<file path="src/rtl/hist_eq_pkg.sv">
// Shared constants and state encoding for the histogram-equalisation LUT builder.
package hist_eq_pkg;

  localparam int BINS           = 256;
  localparam int DEF_HIST_WIDTH = 16;
  localparam int CDF_W          = DEF_HIST_WIDTH + 8;
  localparam int NUM_W          = CDF_W + 9;

  localparam int SUM_CYCLES     = 257;
  localparam int BIN_CYCLES     = 11;
  localparam int TOTAL_LATENCY  = SUM_CYCLES + 1 + BINS * BIN_CYCLES + 1;

  typedef enum logic [2:0] {
    IDLE,
    SUM,
    CHECK,
    MAP_RD,
    MAP_WAIT,
    DIV,
    WRITE,
    DONE
  } state_t;

endpackage

</file>
<file path="src/rtl/lut_divider.sv">
// Eight-step restoring divider; the caller guarantees dividend < 256*divisor.
module lut_divider #(
  parameter int NUM_W = 33,
  parameter int DEN_W = 24
) (
  input  logic             clk,
  input  logic             rst,
  input  logic             start,
  input  logic [NUM_W-1:0] dividend,
  input  logic [DEN_W-1:0] divisor,
  output logic             done,
  output logic [7:0]       quotient
);

  logic [NUM_W-1:0] rem;
  logic [NUM_W-1:0] dsh;
  logic [2:0]       step;
  logic             run;
  logic             ge;

  assign ge   = rem >= dsh;
  assign done = run && (step == 3'd7);

  // divisor starts aligned to quotient bit 7 and walks down one bit per cycle
  always_ff @(posedge clk or negedge rst) begin
    if (!rst) begin
      rem      <= '0;
      dsh      <= '0;
      step     <= '0;
      run      <= 1'b0;
      quotient <= '0;
    end else if (start) begin
      rem      <= dividend;
      dsh      <= NUM_W'(divisor) << 7;
      step     <= '0;
      run      <= 1'b1;
      quotient <= '0;
    end else if (run) begin
      if (ge) rem <= rem - dsh;
      quotient <= {quotient[6:0], ge};
      dsh      <= dsh >> 1;
      step     <= step + 3'd1;
      if (step == 3'd7) run <= 1'b0;
    end
  end

endmodule

</file>
<file path="src/rtl/hist_eq_lut_builder.sv">
// Reads a 256-bin histogram twice and writes a 256-entry equalisation LUT.
// Optional macro HIST_EQ_LUT_ROUND_EN: round-to-nearest instead of truncating division.
//
// state    | meaning
// IDLE     | wait for start, clear accumulators
// SUM      | stream all bins, accumulate total and first non-zero bin
// CHECK    | form denominator, detect flat frame
// MAP_RD   | address bin i
// MAP_WAIT | accumulate cdf, form numerator, kick divider
// DIV      | eight divider steps
// WRITE    | write LUT entry i
// DONE     | one-cycle completion pulse
module hist_eq_lut_builder
  import hist_eq_pkg::*;
#(
  parameter int HIST_WIDTH = 16,
  parameter int OUT_WIDTH  = 8
) (
  input  logic                  clk,
  input  logic                  rst,
  input  logic                  start,
  output logic [7:0]            hist_addr,
  input  logic [HIST_WIDTH-1:0] hist_data,
  output logic                  lut_we,
  output logic [7:0]            lut_addr,
  output logic [OUT_WIDTH-1:0]  lut_data,
  output logic                  busy,
  output logic                  done,
  output logic                  flat
);

  localparam int CW = HIST_WIDTH + 8;
  localparam int NW = CW + 9;
  localparam logic [NW-1:0] SCALE = NW'(255);

  state_t        state, state_nx;
  logic [8:0]    sum_cnt;
  logic [7:0]    bin_idx;
  logic [CW-1:0] total, cdf, cdf_min, denom, cdf_nx;
  logic [NW-1:0] num_nx;
  logic          div_start, div_done;
  logic [7:0]    quot;

  always_ff @(posedge clk or negedge rst) begin
    if (!rst) state <= IDLE;
    else      state <= state_nx;
  end

  always_comb begin
    state_nx = state;
    case (state)
      IDLE:     if (start) state_nx = SUM;
      SUM:      if (sum_cnt == 9'(SUM_CYCLES - 1)) state_nx = CHECK;
      CHECK:    state_nx = MAP_RD;
      MAP_RD:   state_nx = MAP_WAIT;
      MAP_WAIT: state_nx = DIV;
      DIV:      if (div_done) state_nx = WRITE;
      WRITE:    state_nx = (bin_idx == 8'(BINS - 1)) ? DONE : MAP_RD;
      DONE:     state_nx = IDLE;
      default:  state_nx = IDLE;
    endcase
  end

  always_comb begin
    cdf_nx = cdf + CW'(hist_data);
    num_nx = '0;
    if (cdf_nx >= cdf_min) num_nx = NW'(cdf_nx - cdf_min) * SCALE;
`ifdef HIST_EQ_LUT_ROUND_EN
    num_nx = num_nx + NW'(denom >> 1);
`endif
  end

  // sum_cnt 1..256 carries the data for bin sum_cnt-1 (one-cycle RAM latency)
  always_ff @(posedge clk or negedge rst) begin
    if (!rst) begin
      sum_cnt <= '0;
      bin_idx <= '0;
      total   <= '0;
      cdf     <= '0;
      cdf_min <= '0;
      denom   <= '0;
      flat    <= 1'b0;
    end else begin
      case (state)
        IDLE: begin
          sum_cnt <= '0;
          bin_idx <= '0;
          total   <= '0;
          cdf     <= '0;
          cdf_min <= '0;
          denom   <= '0;
          if (start) flat <= 1'b0;
        end
        SUM: begin
          sum_cnt <= sum_cnt + 9'd1;
          if (sum_cnt != 9'd0) begin
            total <= total + CW'(hist_data);
            if (cdf_min == '0 && hist_data != '0) cdf_min <= CW'(hist_data);
          end
        end
        CHECK: begin
          denom <= total - cdf_min;
          flat  <= (total == cdf_min);
        end
        MAP_WAIT: cdf <= cdf_nx;
        WRITE:    bin_idx <= bin_idx + 8'd1;
        default: ;
      endcase
    end
  end

  // a flat frame still runs the divider so every bin takes the same time
  assign div_start = (state == MAP_WAIT);

  lut_divider #(
    .NUM_W (NW),
    .DEN_W (CW)
  ) u_div (
    .clk      (clk),
    .rst      (rst),
    .start    (div_start),
    .dividend (flat ? '0 : num_nx),
    .divisor  (denom),
    .done     (div_done),
    .quotient (quot)
  );

  assign hist_addr = (state == SUM) ? sum_cnt[7:0] : bin_idx;
  assign lut_we    = (state == WRITE);
  assign lut_addr  = lut_we ? bin_idx : 8'd0;
  assign lut_data  = !lut_we ? '0 : (flat ? OUT_WIDTH'(bin_idx) : OUT_WIDTH'(quot));
  assign busy      = (state != IDLE);
  assign done      = (state == DONE);

endmodule

</file>
<file path="config.mk">
export PLATFORM = sky130hd
export DESIGN_NAME = hist_eq_lut_builder
export DESIGN_NICKNAME = d
export VERILOG_FILES = /design/src/rtl/hist_eq_pkg.sv /design/src/rtl/lut_divider.sv /design/src/rtl/hist_eq_lut_builder.sv
export SDC_FILE = /design/constraint.sdc
export NUM_CORES = 1
export LEC_CHECK = 0
export ABC_AREA = 1
export CAP_MARGIN = 20
export CORE_MARGIN = 5
export CORE_UTILIZATION = 38
export DETAILED_ROUTE_END_ITERATION = 8
export DONT_BUFFER_PORTS = 1
export REMOVE_ABC_BUFFERS = 1
export SYNTH_ARGS = -nofsm -noshare
export SYNTH_HDL_FRONTEND = slang
export SYNTH_SLANG_ARGS = --single-unit
</file>
<file path="constraint.sdc">
create_clock -name clk -period 22.6 [get_ports clk]
set_input_delay 1.13 -clock clk [delete_from_list [all_inputs] [get_ports clk]]
set_output_delay 1.13 -clock clk [all_outputs]
set_load 0.02 [all_outputs]
</file>
; Word-level counts from Yosys, hierarchy flattened
; Cells that the tools add are included.
[totals]
reg_bits = 195
in_bits = 19
output_inout_bits = 28
word_cells = 92
[classes]
n_addsub = 8
mul = 1
n_lt_le_gt_ge = 2
eq_ne = 16
mux = 34
n_reduce_logical = 18
[ops]
columns = operator, count
row1 = two-way mux 33 bit, 7
row2 = one-hot mux 24 bit (2 select lines), 4
row3 = two-way mux 24 bit, 3
row4 = adder 24 x 16 -> 24 bit, 2
row5 = two-way mux 8 bit, 6
row6 = >= comparator 33 bit, 1
row7 = multiplier 25 x 9 -> 33 bit (second input constant), 1
row8 = subtractor 33 bit, 1
row9 = subtractor 24 x 24 -> 25 bit, 1
row10 = == test 24 bit, 1
row11 = >= comparator 24 bit, 1
row12 = logical NOT 24 bit, 1
row13 = one-hot mux 3 bit (8 select lines), 1
row14 = subtractor 24 bit, 1
row15 = two-way mux 3 bit, 6
row16 = one-hot mux 9 bit (2 select lines), 1
row17 = one-hot mux 8 bit (2 select lines), 1
row18 = nonzero test 16 bit, 1
row19 = == test 3 bit (second input constant), 5
row20 = nonzero test 2 bit, 6
row21 = inequality test 2 bit (second input constant), 5
row22 = adder 9 x 1 -> 9 bit (second input constant), 1
row23 = == test 9 bit (second input constant), 1
row24 = nonzero test 9 bit, 1
row25 = other kinds (12), 20

; Depth between registers and ports, before layout
[depth]
ltp_word = 6
depth_mapped = 46
mapped_depth_nobuf = 46

; Cells and area by module
; Synthesis repeated with hierarchy kept, for this count alone.
[unflattened]
hier_cells = 2865
area_unflattened_um2 = 20039.2
[modules_own_cells]
columns = module, instances, cells_each, area_each_um2, seq_area_each_um2
row1 = hist_eq_lut_builder, 1, 1886, 13860.8, 2727.6
row2 = lut_divider, 1, 979, 6178.4, 1901.8

; Worst setup path after synthesis
; OpenSTA, ideal clock, no wires.
[synth_path]
path_kind = input to register
start = input port hist_data[0]
end = register u_div.rem[32]
setup_ns = 0.117
arrival_time_ns = 7.797
required_time_ns = 22.483
path_slack_ns = 14.686
path_stages = 40
n_path_buf = 0
cell_sequence = ha_1 > inv_1 > fa_1 > inv_1 > nand3_1 > nand2_2 > xor2_1 > ha_1 > nand2_1 > inv_1 > nand2_1 > nand2_1 > a21oi_1 > o21ai_1 > xor2_1 > inv_1 > fa_1 > inv_1 > (+4 left out) > inv_1 > ha_1 > a21oi_1 > o21ai_0 > a21oi_1 > o21ai_1 > a21boi_1 > o21ai_2 > a21boi_1 > o21ai_0 > nand2_1 > nand2_1 > a21oi_1 > nand3_1 > nand3_1 > nand2_1 > nand2_1 > nand2_1
[synth_via]
elab_chain_cells = 6
word_cells_on_any_way = 7
cone_classes = add/sub (2) / mul (1) / order compare (1) / mux (3)
[synth_rtl]
columns = element, line
row1 = start: declaration, hist_eq_lut_builder.sv:23  ; input logic [HIST_WIDTH-1:0] hist_data,
row2 = adder 24 x 16 -> 24 bit (*), hist_eq_lut_builder.sv:65  ; cdf_nx = cdf + CW'(hist_data);
row3 = subtractor 24 x 24 -> 25 bit, hist_eq_lut_builder.sv:67  ; if (cdf_nx >= cdf_min) num_nx = NW'(cdf_nx - cdf_min) * SCALE;
row4 = multiplier 25 x 9 -> 33 bit, hist_eq_lut_builder.sv:67
row5 = two-way mux 33 bit (*), hist_eq_lut_builder.sv:67
row6 = two-way mux 33 bit (*), hist_eq_lut_builder.sv:122  ; .dividend (flat ? '0 : num_nx),
row7 = two-way mux 33 bit (*), lut_divider.sv:32  ; end else if (start) begin
row8 = end signal: assignment, lut_divider.sv:33  ; rem <= dividend;
row9 = end signal: assignment, lut_divider.sv:39  ; if (ge) rem <= rem - dsh;
row10 = end: declaration, lut_divider.sv:15  ; logic [NUM_W-1:0] rem;
; Every way passes the cells marked *; elsewhere a longest branch is shown, timed or not.
; A chain may end at the register's enable or synchronous reset.

; Worst setup path in the final report
; Ends and elaborated chain as after synthesis.

==> summary.txt <==
Critical path
  • Crit-path max cell delay: around 0.56 ns
  • Slowest cell on crit path: fa_1
  • Worst r2r path cells: 40
  • Worst r2r src: cdf[0]
  • Critical Path End Type: flop
  • Most frequent CP cell: nand2_1
  • CP Launch Type: primary input
  • Worst Setup SP: hist_data[0]
  • Worst R2R Setup Slack: 14.60 ns
  • Required @ worst endpoint: roughly 23 ns
  • RR Endpoint: u_div.rem[32]
  • WS Path Type: in -> reg
  • Critical-path maximum fanout: 5
  • Critical path arrival: approximately 8.6 ns

Synthesis
  • Adder-cell area share of the yosys netlist: 0.233
  • Synth Area in Compound Gates: 0.159
  • FFs w/ async S/R, synth: 1.00
  • Post-Syn Area: roughly 18000 µm²
  • Simple-Gate Fraction of Synth Area: 0.210
  • Main combinational cell family by area after synthesis: adder cells
  • XOR/XNOR Fraction of Synth Area: 0.0397
  • Syn avg cell area: 7.48 µm²
  • Synth Instances: roughly 2400
  • Netlist cell types: 59
  • Post-synth top flop: dfrtp_1
  • Seq cells post-synth: 185
  • Mux cell area share after synthesis: 0
  • Post-synth EDFFs: 0
  • Register area share after synthesis: 0.253
  • Synth warnings: 0

Timing
  • Peak Freq: 121 MHz
  • Layout Skew: 0.0167 ns
  • Final Cycle Share: 0.366
  • Worst-margin pin slew: about 1 ns
  • TNS Setup: 0 ns
  • Final min period: 8.28 ns
  • Fin. Hold Viols: 0
  • Final Max Tran Viols: 0
  • Max-Slew Margin vs Limit: 0.345
  • RSZ-0062 raised after global routing: no
  • # setup viols final: 0

GRT
  • First-pass GRT wire length: between 80000 and 90000 µm
  • Vias in the first global route: roughly 16000
  • Initial antenna violation count: 0
  • Total GRT Usage: 0.193
  • Largest net degree at the start of global routing: around 190
  • Gr ovfl total: 0

Power
  • Internal: roughly 1.1 mW
  • Clk pwr share: 0.141
  • Sw Share: 0.506
  • VDD IR max: ~120 µV
  • Pwr/cell area: 114 nW/µm²
  • Sw Pwr: 1.13 mW
  • Comb power frac: 0.688
  • Sequential share of power: 0.170
  • Leakage: just under 10 nW

Detailed routing
  • DR DRC count: 0
  • Vias/cell: roughly 5.2
  • Detailed Routing Iterations Pass 1: 5
  • Final wirelength: approximately 50000 µm
  • Detailed-route via count: approximately 16000
  • First DRT Iteration DRCs: between 1000 and 1500
  • Wire per inst: ~16 µm
  • Post-DRT Antenna Nets: 0

Placement
  • I/O Buffers: 0
  • Post-DP HPWL: between 30000 and 40000 µm
  • Final GP Congestion: 0.911

Finish
  • Antenna diode instance count: 0
  • Area Growth Syn to Fin: 6.96%
  • Commonest non-fill, non-tap cell in the layout: nand2_1
  • Fraction of layout cells with a size suffix above 1: 0.0478
  • Final net count: roughly 2700
  • Final core utilization: 0.410
  • Fillers: 4906
  • Most frequent cells in the layout: nand2_1 (542), inv_1 (451), dfrtp_1 (185)

Floorplanning
  • # IOs: 47
  • Initial Utilization: 0.383
  • Row cnt: 80
  • Die area: between 50000 and 60000 µm²
  • Chip Width: 230 µm
  • Die Y-Extent: between 200 and 250 µm
  • Core ar.: ~48000 µm²

Clock tree
  • Clock Pin Slew Worst Setup and Hold Paths: 0.08 ns
  • Longest Clk Path Bufs: 2
  • Worst skew pair latency: 0.47 ns
  • Post-cts resize count: 0
  • H-tree depth: 4
  • Clock sink count: about 190
  • Post-CTS setup buffers: 0
  • CTS buffer count: 17
  • Clock root buffer: clkbuf_16
  • CTS tree: yes
  • Post-CTS Hold Buffers: 0

Min path
  • Hold Path Class: in -> async

Run
  • Max-Cap Viols: 0

Outcome
  • Run status: completed
==> worst max path at each step <==
stage | to | slack (ns)
finish | u_div.rem[32] | 14.32
global route | u_div.rem[31] | 13.60
CTS | u_div.rem[32] | 14.36
detailed placement | u_div.rem[32] | 13.89
global placement | u_div.rem[32] | 14.13
floorplan | u_div.rem[32] | 14.66
==> critical path, delay by kind of cell <==
kind,cells,cell delay [ns]
compound gates,11,1.99
xor+xnor,2,0.63
fa+ha+maj,8,3.34
buf+inv,7,0.57
simple gates,12,0.97
==> cells by family after synthesis <==
logic type,after synthesis
fa+ha+maj,272
compound gates,500
xor+xnor,83
buf+inv,513
simple gates,896
flops,185
==> registers in the layout (all words and copies together) (netlist names), 8 cells and up <==
name            flops
u_div.dsh          31
sum_cnt             9
denom              24
cdf_min            16
u_div.rem          33
u_div.quotient      8
cdf                24
bin_idx             8
total              24
==> cells in the mapped netlist, types with 3 or more instances <==
| cell | count | area share |
|---|---|---|
| nand2_2 | 21 | 0.0072 |
| nor2_2 | 5 | 0.0017 |
| o31ai_1 | 4 | 0.0016 |
| nand4_1 | 37 | 0.013 |
| o211ai_1 | 9 | 0.0037 |
| nor2_4 | 7 | 0.0043 |
| xor2_1 | 48 | 0.023 |
| clkinv_1 | 4 | 0.00082 |
| nand3_1 | 71 | 0.019 |
| o21ai_0 | 167 | 0.046 |
| fa_1 | 114 | 0.12 |
| nand2_1 | 542 | 0.11 |
| a21oi_1 | 153 | 0.042 |
| or2_2 | 5 | 0.0017 |
| xnor2_1 | 35 | 0.017 |
| a31o_2 | 3 | 0.0014 |
| o21ai_1 | 24 | 0.0066 |
| o21bai_1 | 6 | 0.0025 |
| inv_2 | 14 | 0.0029 |
| o21a_1 | 5 | 0.0021 |
| o22ai_1 | 37 | 0.013 |
| a31oi_1 | 15 | 0.0051 |
| nand3_2 | 9 | 0.0049 |
| inv_1 | 451 | 0.092 |
| o32ai_1 | 5 | 0.0024 |
| dfrtp_1 | 185 | 0.25 |
| o221ai_1 | 10 | 0.0048 |
| nor3_1 | 29 | 0.0079 |
| buf_1 | 4 | 0.00082 |
| nor4_1 | 12 | 0.0041 |
| a22oi_1 | 15 | 0.0062 |
| ha_1 | 158 | 0.11 |
| a21o_1 | 6 | 0.0025 |
| a22o_1 | 18 | 0.0086 |
| a21boi_1 | 5 | 0.0021 |
| clkbuf_1 | 31 | 0.0064 |
| buf_2 | 6 | 0.0016 |
| nor2_1 | 150 | 0.031 |
| a21boi_0 | 3 | 0.0012 |
==> per-layer routing <==
layer  part of all wire  up-vias  GRT usage
met5                  0        -          0
met4              0.023        0     0.0509
met3              0.047       64     0.0333
met2               0.46      340      0.318
met1               0.47     7522      0.263
li1                   -     7919          -
==> power groups by stage <==
stage / Clock (mW) / Sequential (mW) / Combinational (mW)
after detailed placement: 0 / 0.388 / 1.53
after CTS: 0.322 / 0.382 / 1.54
after global routing: 0.335 / 0.384 / 1.77
after floorplan: 0 / 0.376 / 1.18
after global placement: 0 / 0.388 / 1.51
final: 0.316 / 0.382 / 1.54
==> layout make-up <==
type / instances / area [µm²] / area share
inverters: 470 / 1770 / 0.0901
repair buffers: 10 / 75.1 / 0.00383
clock inverters: 14 / 158 / 0.00805
multi-input cells: 1751 / 11700 / 0.600
flip-flops and latches: 185 / 4630 / 0.236
clock buffers: 18 / 439 / 0.0224
well taps: 615 / 769 / 0.0393
==> per-stage QoR <==
| stage | instances | total power, mW | hold slack (ns) | worst slack, ns | cell area (µm²) |
|---|---|---|---|---|---|
| after floorplan | 2406 | 1.56 | 0.446 | 14.66 | 18100 |
| after global placement | 3031 | 1.90 | 0.459 | 14.13 | 19000 |
| after detailed placement | 3031 | 1.92 | 0.467 | 13.89 | 19000 |
| after CTS | 3063 | 2.24 | 0.335 | 14.36 | 19600 |
| after global routing | 3063 | 2.49 | 0.324 | 13.60 | 19600 |
| final | 3063 | 2.24 | 0.355 | 14.32 | 19600 |
(Power assumes the default switching activity.)
